`src/rtl/datapath.sv`:
```
// datapath: 4x32 register file with two combinational read ports feeding a
// 32-bit ALU; the ALU result is written back to register[addr3] on the rising
// clock edge when wr is high. Flags and result are combinational.

module datapath_rf (
    input  logic        clk,
    input  logic        rst,
    input  logic [1:0]  addr1,
    input  logic [1:0]  addr2,
    input  logic [1:0]  addr3,
    input  logic        wr,
    input  logic [31:0] wdata,
    output logic [31:0] rdata1,
    output logic [31:0] rdata2
);

    logic [31:0] register [0:3];

    // Storage: reset restores the lab constants at once; writes are skipped while in reset
    always_ff @(posedge clk or negedge rst) begin
        if (!rst) begin
            register[0] <= 32'h7FFF_FFFF;
            register[1] <= 32'h1234_5678;
            register[2] <= 32'h0F0F_0F0F;
            register[3] <= 32'hFFFF_0000;
        end else if (wr) begin
            register[addr3] <= wdata;
        end
    end

    // Both read ports are combinational; during a write they return the old value
    always_comb begin
        rdata1 = register[addr1];
        rdata2 = register[addr2];
    end

endmodule

module datapath (
    input  logic        clk,
    input  logic        rst,
    input  logic [2:0]  alu_control,
    input  logic [1:0]  addr1,
    input  logic [1:0]  addr2,
    input  logic [1:0]  addr3,
    input  logic        wr,
    output logic [31:0] alu_result,
    output logic        overflow,
    output logic        carry
);

    logic [31:0] a_s;
    logic [31:0] b_s;
    logic [32:0] sum_s;
    logic [32:0] diff_s;
    logic        add_ov_s;
    logic        sub_ov_s;

    datapath_rf rf (
        .clk    (clk),
        .rst    (rst),
        .addr1  (addr1),
        .addr2  (addr2),
        .addr3  (addr3),
        .wr     (wr),
        .wdata  (alu_result),
        .rdata1 (a_s),
        .rdata2 (b_s)
    );

    // Shared adders: subtraction is A + ~B + 1 so bit 32 is the no-borrow carry
    always_comb begin
        sum_s    = {1'b0, a_s} + {1'b0, b_s};
        diff_s   = {1'b0, a_s} + {1'b0, ~b_s} + 33'd1;
        add_ov_s = (a_s[31] == b_s[31])  && (sum_s[31]  != a_s[31]);
        sub_ov_s = (a_s[31] == ~b_s[31]) && (diff_s[31] != a_s[31]);
    end

    // Operation decode; SLT takes N xor V of A-B and zero-extends it
    always_comb begin
        alu_result = 32'h0000_0000;
        overflow   = 1'b0;
        carry      = 1'b0;
        case (alu_control)
            3'b000: begin
                alu_result = sum_s[31:0];
                carry      = sum_s[32];
                overflow   = add_ov_s;
            end
            3'b001: begin
                alu_result = diff_s[31:0];
                carry      = diff_s[32];
                overflow   = sub_ov_s;
            end
            3'b010: alu_result = a_s & b_s;
            3'b011: alu_result = a_s ^ b_s;
            3'b100: alu_result = {31'd0, diff_s[31] ^ sub_ov_s};
            default: begin
                alu_result = 32'h0000_0000;
                overflow   = 1'b0;
                carry      = 1'b0;
            end
        endcase
    end

endmodule

```
`config.mk`:
```
export PLATFORM = sky130hd
export DESIGN_NAME = datapath
export DESIGN_NICKNAME = d
export VERILOG_FILES = /design/src/rtl/datapath.sv
export SDC_FILE = /design/constraint.sdc
export NUM_CORES = 1
export LEC_CHECK = 0
export CAP_MARGIN = 20
export CORE_AREA = 8 8 140 142
export DETAILED_ROUTE_END_ITERATION = 6
export DIE_AREA = 0 0 148 150
export HOLD_SLACK_MARGIN = 0.06
export PLACE_DENSITY_LB_ADDON = 0.1
export SLEW_MARGIN = 10
export SYNTH_ARGS = -nofsm -noshare
export SYNTH_HDL_FRONTEND = slang
export SYNTH_HIERARCHICAL = 1
export SYNTH_SLANG_ARGS = --single-unit
```
`constraint.sdc`:
```
create_clock -name clk -period 5.85 [get_ports clk]
set_clock_uncertainty 0.05 [all_clocks]
set_input_delay 0.585 -clock clk [delete_from_list [all_inputs] [get_ports clk]]
set_output_delay 0.585 -clock clk [all_outputs]
set_load 0.05 [all_outputs]
```
==> impl_metrics.json, run 1 <==
{
  "vias_per_cell": 6.74,
  "area_growth_pct": 16.4,
  "grt_pass1_vias": 9057,
  "p_leak_nw": 5.24,
  "gp_congestion": 0.996,
  "synthFlopType": "dfstp_2",
  "die_x_um": 148,
  "routed.top_layer": "met4",
  "core_area_um2": 17500,
  "largest_register_ff_count": 128,
  "outcome": "complete, no violations",
  "critical_path.cell_chain": "clkdlybuf4s50_1, buf_12, mux4_2, ha_1, clkinv_1, a21oi_1, o211ai_2, a211oi_1, o31a_1, buf_4, o221ai_1, a21oi_1, mux2i_1, o211ai_1, buf_12",
  "cts_tree": "yes",
  "place_inst": 1303,
  "drt-met1-wl_um": 12700,
  "dpl.hpwl_um": 21000,
  "crit_path_top_delay_cell": "a211oi_1",
  "grt_first_pass_wirelength_um": 48300,
  "gr-total-overflow": 0,
  "grtUsageTotal_pct": 27.5,
  "route.antenna.remaining_nets": 0,
  "wl_per_cell_um": 22.3,
  "synth_top_area_share_pct": 18.6,
  "insertion_delay_ns": 0.43,
  "syn_inst": 1048,
  "crit_type": "in2out",
  "avgSynthCellArea_um2": 10.3,
  "grt_max_degree": 70,
  "fillers": 1292,
  "drv_slew": 0,
  "arrival_ns": 4.97,
  "ir_drop_mv": 0.548,
  "drive_gt1_share_pct": 36.0,
  "io_buffers": 45,
  "rsz0062_at_grt": "false",
  "cts-root-buf": "clkbuf_16",
  "fp.dieArea_um2": 22200,
  "pre_cts_slack_ns": 0.249,
  "final_cell_count_no_fill": 1336,
  "drtPass1Iterations": 5,
  "antenna_found_initial": 0,
  "cts_sinks": 128,
  "fin_ws_ns": 0.242,
  "worstSetupStartpointType": "input pin",
  "syn_area_um2": 10700,
  "ys_seq_area_share_pct": 30.7,
  "drt_wl_total_um": 29700,
  "final_common_cell": "mux2_2",
  "top_regs": "rf/register (128)",
  "synth_cell_types": 74,
  "fin_util_pct": 71.3,
  "wl_met2_um": 14100,
  "synth_top_area_cell": "dfstp_2",
  "final_cell_mix": "mux2_2, nor2_1, dfstp_2",
  "route.detailed.drc": 0,
  "setup_viol": 0,
  "max_stage_delay_ns": 0.58,
  "slew_headroom_pct": 30.6,
  "yosysWarnings": 6,
  "tns_ns": 0,
  "worstPathRequired_ns": 5.22,
  "endpoint_kind": "primary output",
  "hold_violations": 0,
  "synthTopCellsByArea": "dfstp_2, mux4_2, mux2_2, dfrtp_1, ha_1",
  "cts_buffers": 17,
  "synth_nets": 1127,
  "path_clk_slew_ns": 0.06,
  "io_pins": 46,
  "synth_edf_count": 0,
  "ys_async_sr_fraction_pct": 100,
  "drt_iter0_drc": 988,
  "vias": 9004,
  "max-cap-violations": 0,
  "multiInputGateArea_um2": 6880,
  "clockBufferDepth": 2,
  "place_area_um2": 11900,
  "die_y_um": 150,
  "max_clock_freq_mhz": 178,
  "hp-class": "in2async",
  "htreeDepth": 4,
  "min_period_ns": 5.61,
  "crit_path_max_fanout": 32,
  "num_antenna_cells": 0,
  "final_nets": 1173,
  "wl_met3_um": 2100,
  "register_area_um2": 3300,
  "ys_ff_latch": 128,
  "period_share_pct": 95.9,
  "p_per_area_nw_per_um2": 661,
  "design_area_um2": 12500,
  "max_slew.worst_pin.slew_ns": 1.04,
  "largest-register": "rf/register",
  "rows": 49,
  "initial_core_util_pct": 61.3
}
-- final cells by class --
cell class | instances | area share [%]
inverter | 72 | 2.16
multi-input combinational | 776 | 55.0
clock inverter | 13 | 1.23
tap | 229 | 2.29
clock buffer | 19 | 3.46
timing repair buffer | 99 | 9.45
sequential | 128 | 26.4
-- path summary, 6_finish.rpt --
check | slack (ns) | depth (start not counted) | endpoint | startpoint
max | 0.24 | 15 | alu_result[29] | addr1[1]
min in group clk | 0.47 | 1 | rf/register[5] | rf/register[5]
max reg2reg | 1.47 | 13 | rf/register[93] | rf/register[3]
max in group asynchronous | 4.28 | 2 | rf/register[87] | rst
min | 0.22 | 1 | rf/register[71] | rst
min reg2reg | 0.47 | 1 | rf/register[5] | rf/register[5]
-- per-stage QoR --
step	power, mW	hold slack (ns)
4_1_cts	8.20	0.243
6_report	8.27	0.217
5_1_grt	8.79	0.266
3_3_place_gp	7.01	0.448
3_5_place_dp	7.09	0.459
2_1_floorplan	5.28	0.239
-- report_power, final --
part | internal, mW | total [mW] | switching, mW
logic | 2.40 | 5.59 | 3.18
clock network | 0.637 | 1.07 | 0.431
registers | 1.37 | 1.61 | 0.243
-- critical path, delay by kind of cell --
family | cells | cell delay (ns)
adder cells (fa/ha/maj) | 1 | 0.46
multiplexers | 2 | 0.47
buffers and inverters | 5 | 1.29
AO/OA/AOI/OAI | 7 | 2.15
-- metal layers --
metal | vias up | track usage, %
li1 | 4057 | -
met1 | 4463 | 36.0
met4 | 0 | 10.6
met2 | 410 | 44.3
met5 | - | 0
met3 | 74 | 5.44
-- cells in the mapped netlist, types with 5 or more instances --
library cell / count
buf_1: 11
mux2i_1: 8
ha_1: 65
mux4_2: 65
nand2_1: 49
a21oi_1: 74
a211oi_1: 12
clkbuf_1: 37
o31ai_1: 14
nor2_1: 82
o21bai_1: 9
a22oi_1: 8
and3_1: 5
nor3_1: 21
a21o_1: 6
inv_1: 70
dfstp_2: 76
nand2b_1: 8
or3_1: 6
a221oi_1: 6
buf_2: 20
xnor2_1: 18
o22ai_1: 15
mux2_2: 128
nand3_1: 21
o221ai_1: 8
or4_1: 5
nand3b_1: 6
a31oi_1: 13
o21ai_0: 38
dfrtp_1: 52
nor2b_1: 6
a221o_1: 5
-- what timing repair did --
item | in CTS | in global routing
buffers inserted | 0 | 0
gates resized for setup | 0 | 1
setup endpoints to repair | 0 | 6
hold buffers | 0 | 0
-- cells by family after synthesis --
group | synth area share (%)
AO/OA/AOI/OAI | 16.5
buffers and inverters | 5.44
adder cells (fa/ha/maj) | 7.94
AND/OR/NAND/NOR | 9.62
flip-flops | 30.7
XOR/XNOR | 1.71
multiplexers | 28.1
Note: power is estimated with default switching activity, not from simulation.
==> run 2, diff against run 1 <==
--- a/config.mk
+++ b/config.mk
@@ -10,7 +10,7 @@
 export DETAILED_ROUTE_END_ITERATION = 6
 export DIE_AREA = 0 0 148 150
 export HOLD_SLACK_MARGIN = 0.06
-export PLACE_DENSITY_LB_ADDON = 0.1
+export PLACE_DENSITY = 0.81
 export SLEW_MARGIN = 10
 export SYNTH_ARGS = -nofsm -noshare
 export SYNTH_HDL_FRONTEND = slang
==> impl_metrics.json, run 2 (synthesized netlist as in run 1, its figures left out) <==
{
  "outcome": "complete, but fails checks",
  "failed_checks": "DRC",
  "vias_per_cell": 6.94,
  "place_area_um2": 11900,
  "grt_first_pass_wirelength_um": 50000,
  "io_pins": 46,
  "seq_power_share_pct": 19.2,
  "cts-root-buf": "clkbuf_16",
  "fillers": 1260,
  "intPower_mw": 4.54,
  "p_leak_nw": 5.28,
  "cts_tree": "yes",
  "dpl.hpwl_um": 21300,
  "ir_drop_mv": 0.531,
  "drtPass1Iterations": 7,
  "slew_headroom_pct": 28.2,
  "num_antenna_cells": 0,
  "initial_core_util_pct": 61.3,
  "rsz0062_at_grt": "false",
  "gr-total-overflow": 0,
  "grt_max_degree": 66,
  "largest_register_ff_count": 128,
  "vias": 9286,
  "min_period_ns": 5.67,
  "io_buffers": 45,
  "die_y_um": 150,
  "reg2reg_depth": 13,
  "setup_viol": 0,
  "switching_share_pct": 46.5,
  "die_x_um": 148,
  "ctsHoldBuffers": 0,
  "path_clk_slew_ns": 0.06,
  "wl_per_cell_um": 23.4,
  "drive_gt1_share_pct": 36.6,
  "power_switching_mw": 3.95,
  "clockBufferDepth": 2,
  "max_clock_freq_mhz": 176,
  "largest-register": "rf/register",
  "p_comb_share_pct": 67.2,
  "worstSetupStartpointType": "input pin",
  "drt_iter0_drc": 1176,
  "max-cap-violations": 0,
  "max_slew.worst_pin.slew_ns": 1.08,
  "cts_buffers": 17,
  "period_share_pct": 97.0,
  "gp_congestion": 0.987,
  "drv_slew": 0,
  "crit_type": "in2out",
  "core_area_um2": 17500,
  "p_per_area_nw_per_um2": 675,
  "cts_sinks": 128,
  "arrival_ns": 5.04,
  "insertion_delay_ns": 0.43,
  "route.detailed.drc": 1,
  "top_regs": "rf/register (128)",
  "grtUsageTotal_pct": 28.5,
  "rows": 49,
  "final_nets": 1176,
  "route.antenna.remaining_nets": 0,
  "crit_path_max_fanout": 32,
  "endpoint_kind": "primary output",
  "final_common_cell": "mux2_2",
  "pwr-share-clk_pct": 13.5,
  "htreeDepth": 4,
  "hp-class": "in2async",
  "tns_ns": 0,
  "area_growth_pct": 16.9,
  "final_cell_mix": "mux2_2, nor2_1, dfstp_2",
  "fp.dieArea_um2": 22200,
  "antenna_found_initial": 0,
  "worstPathRequired_ns": 5.22,
  "design_area_um2": 12600,
  "grt_pass1_vias": 9289,
  "hold_violations": 0,
  "drt_wl_total_um": 31400
}
==> run 2: repair_timing <==
| item | 4_1_cts | 5_1_grt |
|---|---|---|
| buffers inserted | 0 | 1 |
| gates resized for setup | 0 | 5 |
| endpoints found under the setup margin | 0 | 7 |
==> run 2: worst paths after layout <==
path | startpoint | end | slack [ns]
max in group asynchronous | rst | rf/register[83] | 4.24
worst max register to register | rf/register[7] | rf/register[126] | 1.40
worst min-delay path | rst | rf/register[64] | 0.18
worst max-delay path | addr1[1] | alu_result[18] | 0.18
min in group clk | rf/register[55] | rf/register[55] | 0.47
worst min register to register | rf/register[55] | rf/register[55] | 0.47
==> run 2: critical path, stage by stage <==
cell	delay (ns)
clkdlybuf4s50_1	0.51
buf_12	0.25
mux4_2	0.36
ha_1	0.45
or4_4	0.48
or4_1	0.40
a21oi_1	0.26
o41ai_1	0.18
o31ai_2	0.37
a21boi_1	0.15
xor2_1	0.17
o221ai_1	0.14
nor3_1	0.33
buf_4	0.22
buf_12	0.14
==> run 2: layout make-up <==
cell class,count,area [µm²],share of cell area [%]
clock buffer,19,443,3.53
clock inverter,13,185,1.47
inverter,72,270,2.15
multi-input combinational,776,6900,54.9
sequential,128,3300,26.2
tap,229,287,2.28
timing repair buffer,102,1190,9.44
==> run 2: layer usage <==
metal | GRT usage [%] | wire length (µm)
met2 | 47.0 | 15300
met5 | 0 | 0
met3 | 4.87 | 2490
met1 | 36.2 | 12600
met4 | 12.8 | 1030
==> run 2: through the flow <==
step | utilization, % | setup WS (ns) | power [mW] | instances | hold slack [ns]
3_3_place_gp | 67.9 | 0.214 | 6.99 | 1306 | 0.450
3_5_place_dp | 67.9 | 0.160 | 7.14 | 1306 | 0.458
6_report | 71.7 | 0.177 | 8.48 | 1339 | 0.184
4_1_cts | 71.5 | 0.105 | 8.36 | 1338 | 0.212
2_1_floorplan | - | 0.0872 | 5.28 | 1048 | 0.239
5_1_grt | 71.7 | 0.0456 | 8.97 | 1339 | 0.258
==> run 2: power groups by stage <==
stage	clock, mW	sequential [mW]	combinational (mW)
2_1_floorplan	0	1.52	3.76
5_1_grt	1.19	1.68	6.10
3_5_place_dp	0	1.62	5.52
6_report	1.15	1.63	5.70
3_3_place_gp	0	1.58	5.41
4_1_cts	1.16	1.62	5.57
